[config.mk]
export PLATFORM = sky130hd
export DESIGN_NAME = window_frame_seq
export DESIGN_NICKNAME = d
export VERILOG_FILES = /design/src/rtl/window_frame_seq.sv
export SDC_FILE = /design/constraint.sdc
export NUM_CORES = 1
export LEC_CHECK = 0
export CORE_ASPECT_RATIO = 0.6
export CORE_MARGIN = 3
export CORE_UTILIZATION = 38
export CTS_CLUSTER_SIZE = 8
export DETAILED_ROUTE_END_ITERATION = 12
export PLACE_DENSITY = 0.6
export SKIP_LAST_GASP = 1
export SYNTH_ARGS = -nofsm -noshare
export SYNTH_HDL_FRONTEND = slang
export SYNTH_SLANG_ARGS = --single-unit
[constraint.sdc]
create_clock -name clk -period 9.8 [get_ports clk]
set_input_delay 1.96 -clock clk [delete_from_list [all_inputs] [get_ports clk]]
set_output_delay 1.96 -clock clk [all_outputs]
set_load 0.1 [all_outputs]
[src/rtl/window_frame_seq.sv]
// Frame-windowing sequencer: walks FRAME_LEN samples through read/multiply/write, then zero-pads to FFT_LEN.
// Optional WIN_SYMM_COEF_EN folds coef_addr onto a half-length symmetric window ROM.
module window_frame_seq #(
    parameter int FRAME_LEN  = 400,
    parameter int FFT_LEN    = 512,
    parameter int HOP        = 160,
    parameter int BUF_DEPTH  = 1024,
    parameter int MUL_CYCLES = 10,
    localparam int BUF_AW    = $clog2(BUF_DEPTH),
`ifdef WIN_SYMM_COEF_EN
    localparam int COEF_LEN  = (FRAME_LEN + 1) / 2,
`else
    localparam int COEF_LEN  = FRAME_LEN,
`endif
    localparam int COEF_AW   = (COEF_LEN > 1) ? $clog2(COEF_LEN) : 1,
    localparam int FFT_AW    = $clog2(FFT_LEN)
) (
    input  logic               clk,
    input  logic               rst_n,
    input  logic               start,
    input  logic               flush,
    output logic [BUF_AW-1:0]  rd_addr,
    output logic [COEF_AW-1:0] coef_addr,
    output logic [FFT_AW-1:0]  wr_addr,
    output logic               mul_en,
    output logic               wr_en,
    output logic               fill_zero,
    output logic               busy,
    output logic               frame_done
);

    localparam int N_W  = $clog2(FRAME_LEN);
    localparam int MC_W = $clog2(MUL_CYCLES) + 1;

    typedef enum logic [2:0] {
        S_IDLE, S_CAL, S_READ, S_MUL, S_WRITE, S_ZCAL, S_ZWRITE, S_DONE
    } state_t;

    state_t             state, state_nxt;
    logic [N_W-1:0]     n, n_nxt;
    logic [FFT_AW-1:0]  z, z_nxt;
    logic [BUF_AW-1:0]  base, base_nxt;
    logic [MC_W-1:0]    mcnt, mcnt_nxt;

    logic [BUF_AW-1:0]  rd_nxt;
    logic [COEF_AW-1:0] coef_nxt;
    logic [FFT_AW-1:0]  wr_nxt;
    logic               mul_nxt, wren_nxt, fz_nxt, busy_nxt, done_nxt;

    // One-bit-wider add with a single conditional subtract; both operands are below BUF_DEPTH.
    function automatic logic [BUF_AW-1:0] wrap_add(input logic [BUF_AW-1:0] a,
                                                   input logic [BUF_AW:0]   b);
        logic [BUF_AW:0] sum;
        sum = {1'b0, a} + b;
        if (sum >= (BUF_AW+1)'(BUF_DEPTH)) sum = sum - (BUF_AW+1)'(BUF_DEPTH);
        return sum[BUF_AW-1:0];
    endfunction

    function automatic logic [COEF_AW-1:0] coef_of(input logic [N_W-1:0] idx);
`ifdef WIN_SYMM_COEF_EN
        int ni;
        ni = int'(idx);
        if (ni < COEF_LEN) return COEF_AW'(ni);
        else               return COEF_AW'(FRAME_LEN - 1 - ni);
`else
        return COEF_AW'(idx);
`endif
    endfunction

    always_comb begin
        state_nxt = state;
        n_nxt     = n;
        z_nxt     = z;
        base_nxt  = base;
        mcnt_nxt  = mcnt;

        case (state)
            S_IDLE:  if (start) state_nxt = S_CAL;
            S_CAL:   state_nxt = S_READ;
            S_READ: begin
                state_nxt = S_MUL;
                mcnt_nxt  = MC_W'(MUL_CYCLES - 1);
            end
            S_MUL: begin
                if (mcnt == '0) state_nxt = S_WRITE;
                else            mcnt_nxt  = mcnt - MC_W'(1);
            end
            S_WRITE: begin
                if (n != N_W'(FRAME_LEN - 1)) begin
                    state_nxt = S_CAL;
                    n_nxt     = n + N_W'(1);
                end else if (FFT_LEN > FRAME_LEN) begin
                    state_nxt = S_ZCAL;
                    z_nxt     = FFT_AW'(FRAME_LEN);
                end else begin
                    state_nxt = S_DONE;
                end
            end
            S_ZCAL:  state_nxt = S_ZWRITE;
            S_ZWRITE: begin
                if (z == FFT_AW'(FFT_LEN - 1)) begin
                    state_nxt = S_DONE;
                end else begin
                    state_nxt = S_ZCAL;
                    z_nxt     = z + FFT_AW'(1);
                end
            end
            S_DONE: begin
                state_nxt = S_IDLE;
                base_nxt  = wrap_add(base, (BUF_AW+1)'(HOP));
                n_nxt     = '0;
                z_nxt     = '0;
            end
            default: state_nxt = S_IDLE;
        endcase

        if (flush) begin
            state_nxt = S_IDLE;
            n_nxt     = '0;
            z_nxt     = '0;
            base_nxt  = '0;
            mcnt_nxt  = '0;
        end

        // Outputs are decoded from the next state so the registered copy lines up with the state.
        busy_nxt = (state_nxt != S_IDLE);
        mul_nxt  = (state_nxt == S_MUL);
        wren_nxt = (state_nxt == S_WRITE) || (state_nxt == S_ZWRITE);
        fz_nxt   = (state_nxt == S_ZCAL) || (state_nxt == S_ZWRITE);
        done_nxt = (state_nxt == S_DONE);

        rd_nxt   = rd_addr;
        coef_nxt = coef_addr;
        wr_nxt   = wr_addr;
        if (state_nxt == S_CAL) begin
            rd_nxt   = wrap_add(base_nxt, (BUF_AW+1)'(n_nxt));
            coef_nxt = coef_of(n_nxt);
        end
        if (state_nxt == S_WRITE) wr_nxt = FFT_AW'(n_nxt);
        if (state_nxt == S_ZCAL)  wr_nxt = z_nxt;
        if (flush) begin
            rd_nxt   = '0;
            coef_nxt = '0;
            wr_nxt   = '0;
        end
    end

    always_ff @(posedge clk or negedge rst_n) begin
        if (!rst_n) begin
            state      <= S_IDLE;
            n          <= '0;
            z          <= '0;
            base       <= '0;
            mcnt       <= '0;
            rd_addr    <= '0;
            coef_addr  <= '0;
            wr_addr    <= '0;
            mul_en     <= 1'b0;
            wr_en      <= 1'b0;
            fill_zero  <= 1'b0;
            busy       <= 1'b0;
            frame_done <= 1'b0;
        end else begin
            state      <= state_nxt;
            n          <= n_nxt;
            z          <= z_nxt;
            base       <= base_nxt;
            mcnt       <= mcnt_nxt;
            rd_addr    <= rd_nxt;
            coef_addr  <= coef_nxt;
            wr_addr    <= wr_nxt;
            mul_en     <= mul_nxt;
            wr_en      <= wren_nxt;
            fill_zero  <= fz_nxt;
            busy       <= busy_nxt;
            frame_done <= done_nxt;
        end
    end

endmodule

==> results.json <==
{
  "fill_cells": 889,
  "worstMarginPinSlew_ns": 0.980,
  "layout.nets": 431,
  "tns_ns": 0,
  "yosysSeqAreaShare_pct": 46.2,
  "cts_tree": "done",
  "ys_seq_elements": 69,
  "worstSetupStartpointType": "primary input",
  "h-tree-depth": 3,
  "drtPass1Iterations": 5,
  "max_freq_mhz": 221,
  "finClkSkew_ns": 0.00595,
  "routabilityCongestion": 0.871,
  "portBuffers": 36,
  "synth_common_cells": "69 x dfrtp_1, 47 x nand2_1, 31 x nor2_1",
  "dieArea_um2": 11100,
  "synth_top_cell_by_area": "dfrtp_1",
  "antenna_cells": 0,
  "dpl.hpwl_um": 6930,
  "grt_max_degree": 70,
  "ctsHoldBuffers": 0,
  "first_global_vias": 3007,
  "antenna_found_initial": 0,
  "synthArstFlopShare_pct": 100,
  "drc": 0,
  "vias_per_cell": 5.67,
  "path_class": "in -> reg",
  "clk_path_buf_depth": 2,
  "p_per_area_nw_per_um2": 151,
  "arrival_ns": 4.76,
  "max_stage_delay_ns": 0.48,
  "cts_resized": 0,
  "grt_pass1_wl_um": 16500,
  "die_y_um": 82.8,
  "met1_usage_pct": 29.8,
  "path_clk_slew_ns": 0.06,
  "overflow": 0,
  "slew_viol_final": 0,
  "cts-root-buf": "clkbuf_16",
  "yosysWarningCount": 0,
  "post-route-period-util_pct": 46.2,
  "hold_viol": 0,
  "io_pins": 37,
  "grt_busiest_layer": "met1",
  "slowest_stage": "buf_4",
  "clock_latency_ns": 0.33,
  "finalSetupViolations": 0,
  "synth_area_leaders": "dfrtp_1 46%, nand2_1 4.7%, ha_1 4.7%, nor2_1 3.1%, mux2_2 2.7%",
  "first_iter_violations": 360,
  "syn_inst": 379,
  "worstHoldPathType": "reg -> reg",
  "drv_cap": 0,
  "synth_edf_count": 0,
  "drive_gt1_share_pct": 10.3,
  "setup.worst_path.end_class": "flip-flop",
  "initial_utilization_pct": 39.9,
  "die_x_um": 134,
  "synth_cell_types": 59,
  "leakagePower_nw": 1.96,
  "coreArea_um2": 9360,
  "cp_cell_sequence": "buf_2, buf_4, inv_1, and2_1, ha_1, a21o_1, a21oi_1, o211ai_1, a221oi_1, xor2_1, a22o_1",
  "use_met3_pct": 5.63,
  "syn_area_um2": 3740,
  "period_minus_slack_ns": 4.53,
  "vias": 3104,
  "grt_setup_unrepaired": "no",
  "cts_buffers": 9,
  "relSlewSlack_pct": 34.4,
  "synth_top_flop_cell": "dfrtp_1",
  "outcome": "complete, no violations",
  "vdd_drop_max_mv": 0.0835,
  "track_usage_pct": 18.7,
  "rows": 27,
  "syn_avg_cell_area_um2": 9.86,
  "grt_use_met2_pct": 24.6,
  "synthMostInstantiatedCell": "dfrtp_1",
  "routedWlPerCell_um": 18.3,
  "areaGrowthSynthToFinish_pct": 20.8,
  "crit_required_ns": 10.02,
  "ant_nets": 0,
  "synth.net_count": 398,
  "holdWs_ns": 0.478,
  "cts_sinks": 69,
  "drt-total-wl_um": 10000,
  "cts_setup_buffers": 0,
  "crit_fanout": 53,
  "netlist.area_leader.share_pct": 46.2
}
[final cells by class]
class	count	area [um^2]	area share, %
inverters	12	45.0	0.998
multi-input cells	281	1900	42.1
repair buffers	39	373	8.26
well taps	130	163	3.60
clock inverters	5	75.1	1.66
flip-flops and latches	69	1730	38.2
clock buffers	11	233	5.16
[worst paths after layout]
check                           slack (ns)              startpoint                      to  cells after the start
worst min-delay path                  0.48  rd_addr[0]$_DFFE_PN0P_  rd_addr[0]$_DFFE_PN0P_                      2
worst max-delay path                  5.27                   flush  rd_addr[9]$_DFFE_PN0P_                     11
min in group asynchronous             1.83                   rst_n  rd_addr[2]$_DFFE_PN0P_                      2
max in group asynchronous             7.37                   rst_n       base[6]$_DFF_PN0_                      2
worst max register to register        5.65      state[2]$_DFF_PN0_  rd_addr[8]$_DFFE_PN0P_                     13
worst min register to register        0.48  rd_addr[0]$_DFFE_PN0P_  rd_addr[0]$_DFFE_PN0P_                      2
[flip-flops by register name (all words and copies together) (netlist names)]
register,flops
wr_addr,9
mul_en,1
z,9
coef_addr,9
wr_en,1
fill_zero,1
mcnt,5
busy,1
state,3
base,10
rd_addr,10
frame_done,1
n,9
[power by group]
part           internal [mW]  switching, mW  total [mW]  leakage (nW)
clock network          0.222          0.121       0.343         0.153
registers              0.288        0.00562       0.294         0.959
logic                 0.0133         0.0303      0.0436         0.849
[cells by family (layout without fill, tap and decap cells)]
group / after synthesis / after routing / share of synthesized area, %
buffers and inverters: 29 / 67 / 3.18
XOR/XNOR: 14 / 14 / 3.28
AO/OA/AOI/OAI: 88 / 88 / 17.0
flip-flops: 69 / 69 / 46.2
adder cells (fa/ha/maj): 15 / 15 / 5.22
AND/OR/NAND/NOR: 152 / 152 / 21.6
multiplexers: 12 / 12 / 3.52
[stage by stage]
| step | setup slack, ns | power, mW | utilization (%) | std cells | cell area [um^2] |
|---|---|---|---|---|---|
| after floorplan | 5.26 | 0.327 | - | 379 | 3740 |
| after global placement | 5.09 | 0.341 | 45.0 | 531 | 4210 |
| after detailed placement | 4.99 | 0.342 | 45.0 | 531 | 4210 |
| after CTS | 5.33 | 0.686 | 48.2 | 547 | 4510 |
| after global routing | 5.06 | 0.706 | 48.2 | 547 | 4510 |
| final | 5.27 | 0.680 | 48.2 | 547 | 4510 |
[per-layer routing]
layer  part of all wire (%)  up-vias
li1                       -     1459
met1                     51     1516
met2                     40      127
met3                    8.6        2
met4                   0.24        0
met5                      0        -
[cell usage in the layout, fill, tap and decap left out, drive strengths merged, types with 3 or more instances in the layout]
master         instances
nand2                 47
a32oi                  4
and2                   4
and3                   6
nor4                   4
o31ai                 13
nor2                  31
mux2i                  3
or2                    4
clkbuf                11
mux2                   9
clkinv                 3
a221o                  7
a22o                   4
inv                   12
nor2b                  7
nand4                  8
dfrtp                 69
ha                    14
xor2                   8
xnor2                  6
a31oi                  7
a21oi                 21
nor3                   9
nand2b                 7
buf                    5
clkdlybuf4s50         34
o21ai                 14
or3                    4
nand3                  7
and4                   6
[critical path: cells and delay by family]
family,cells,cell delay (ns)
AOI/OAI and AO/OA,5,1.19
xor gates and xnor gates,1,0.11
buffers and inverters,3,0.89
adders and majority gates,1,0.28
and+or+nand+nor,1,0.28
(Power assumes the default switching activity.)
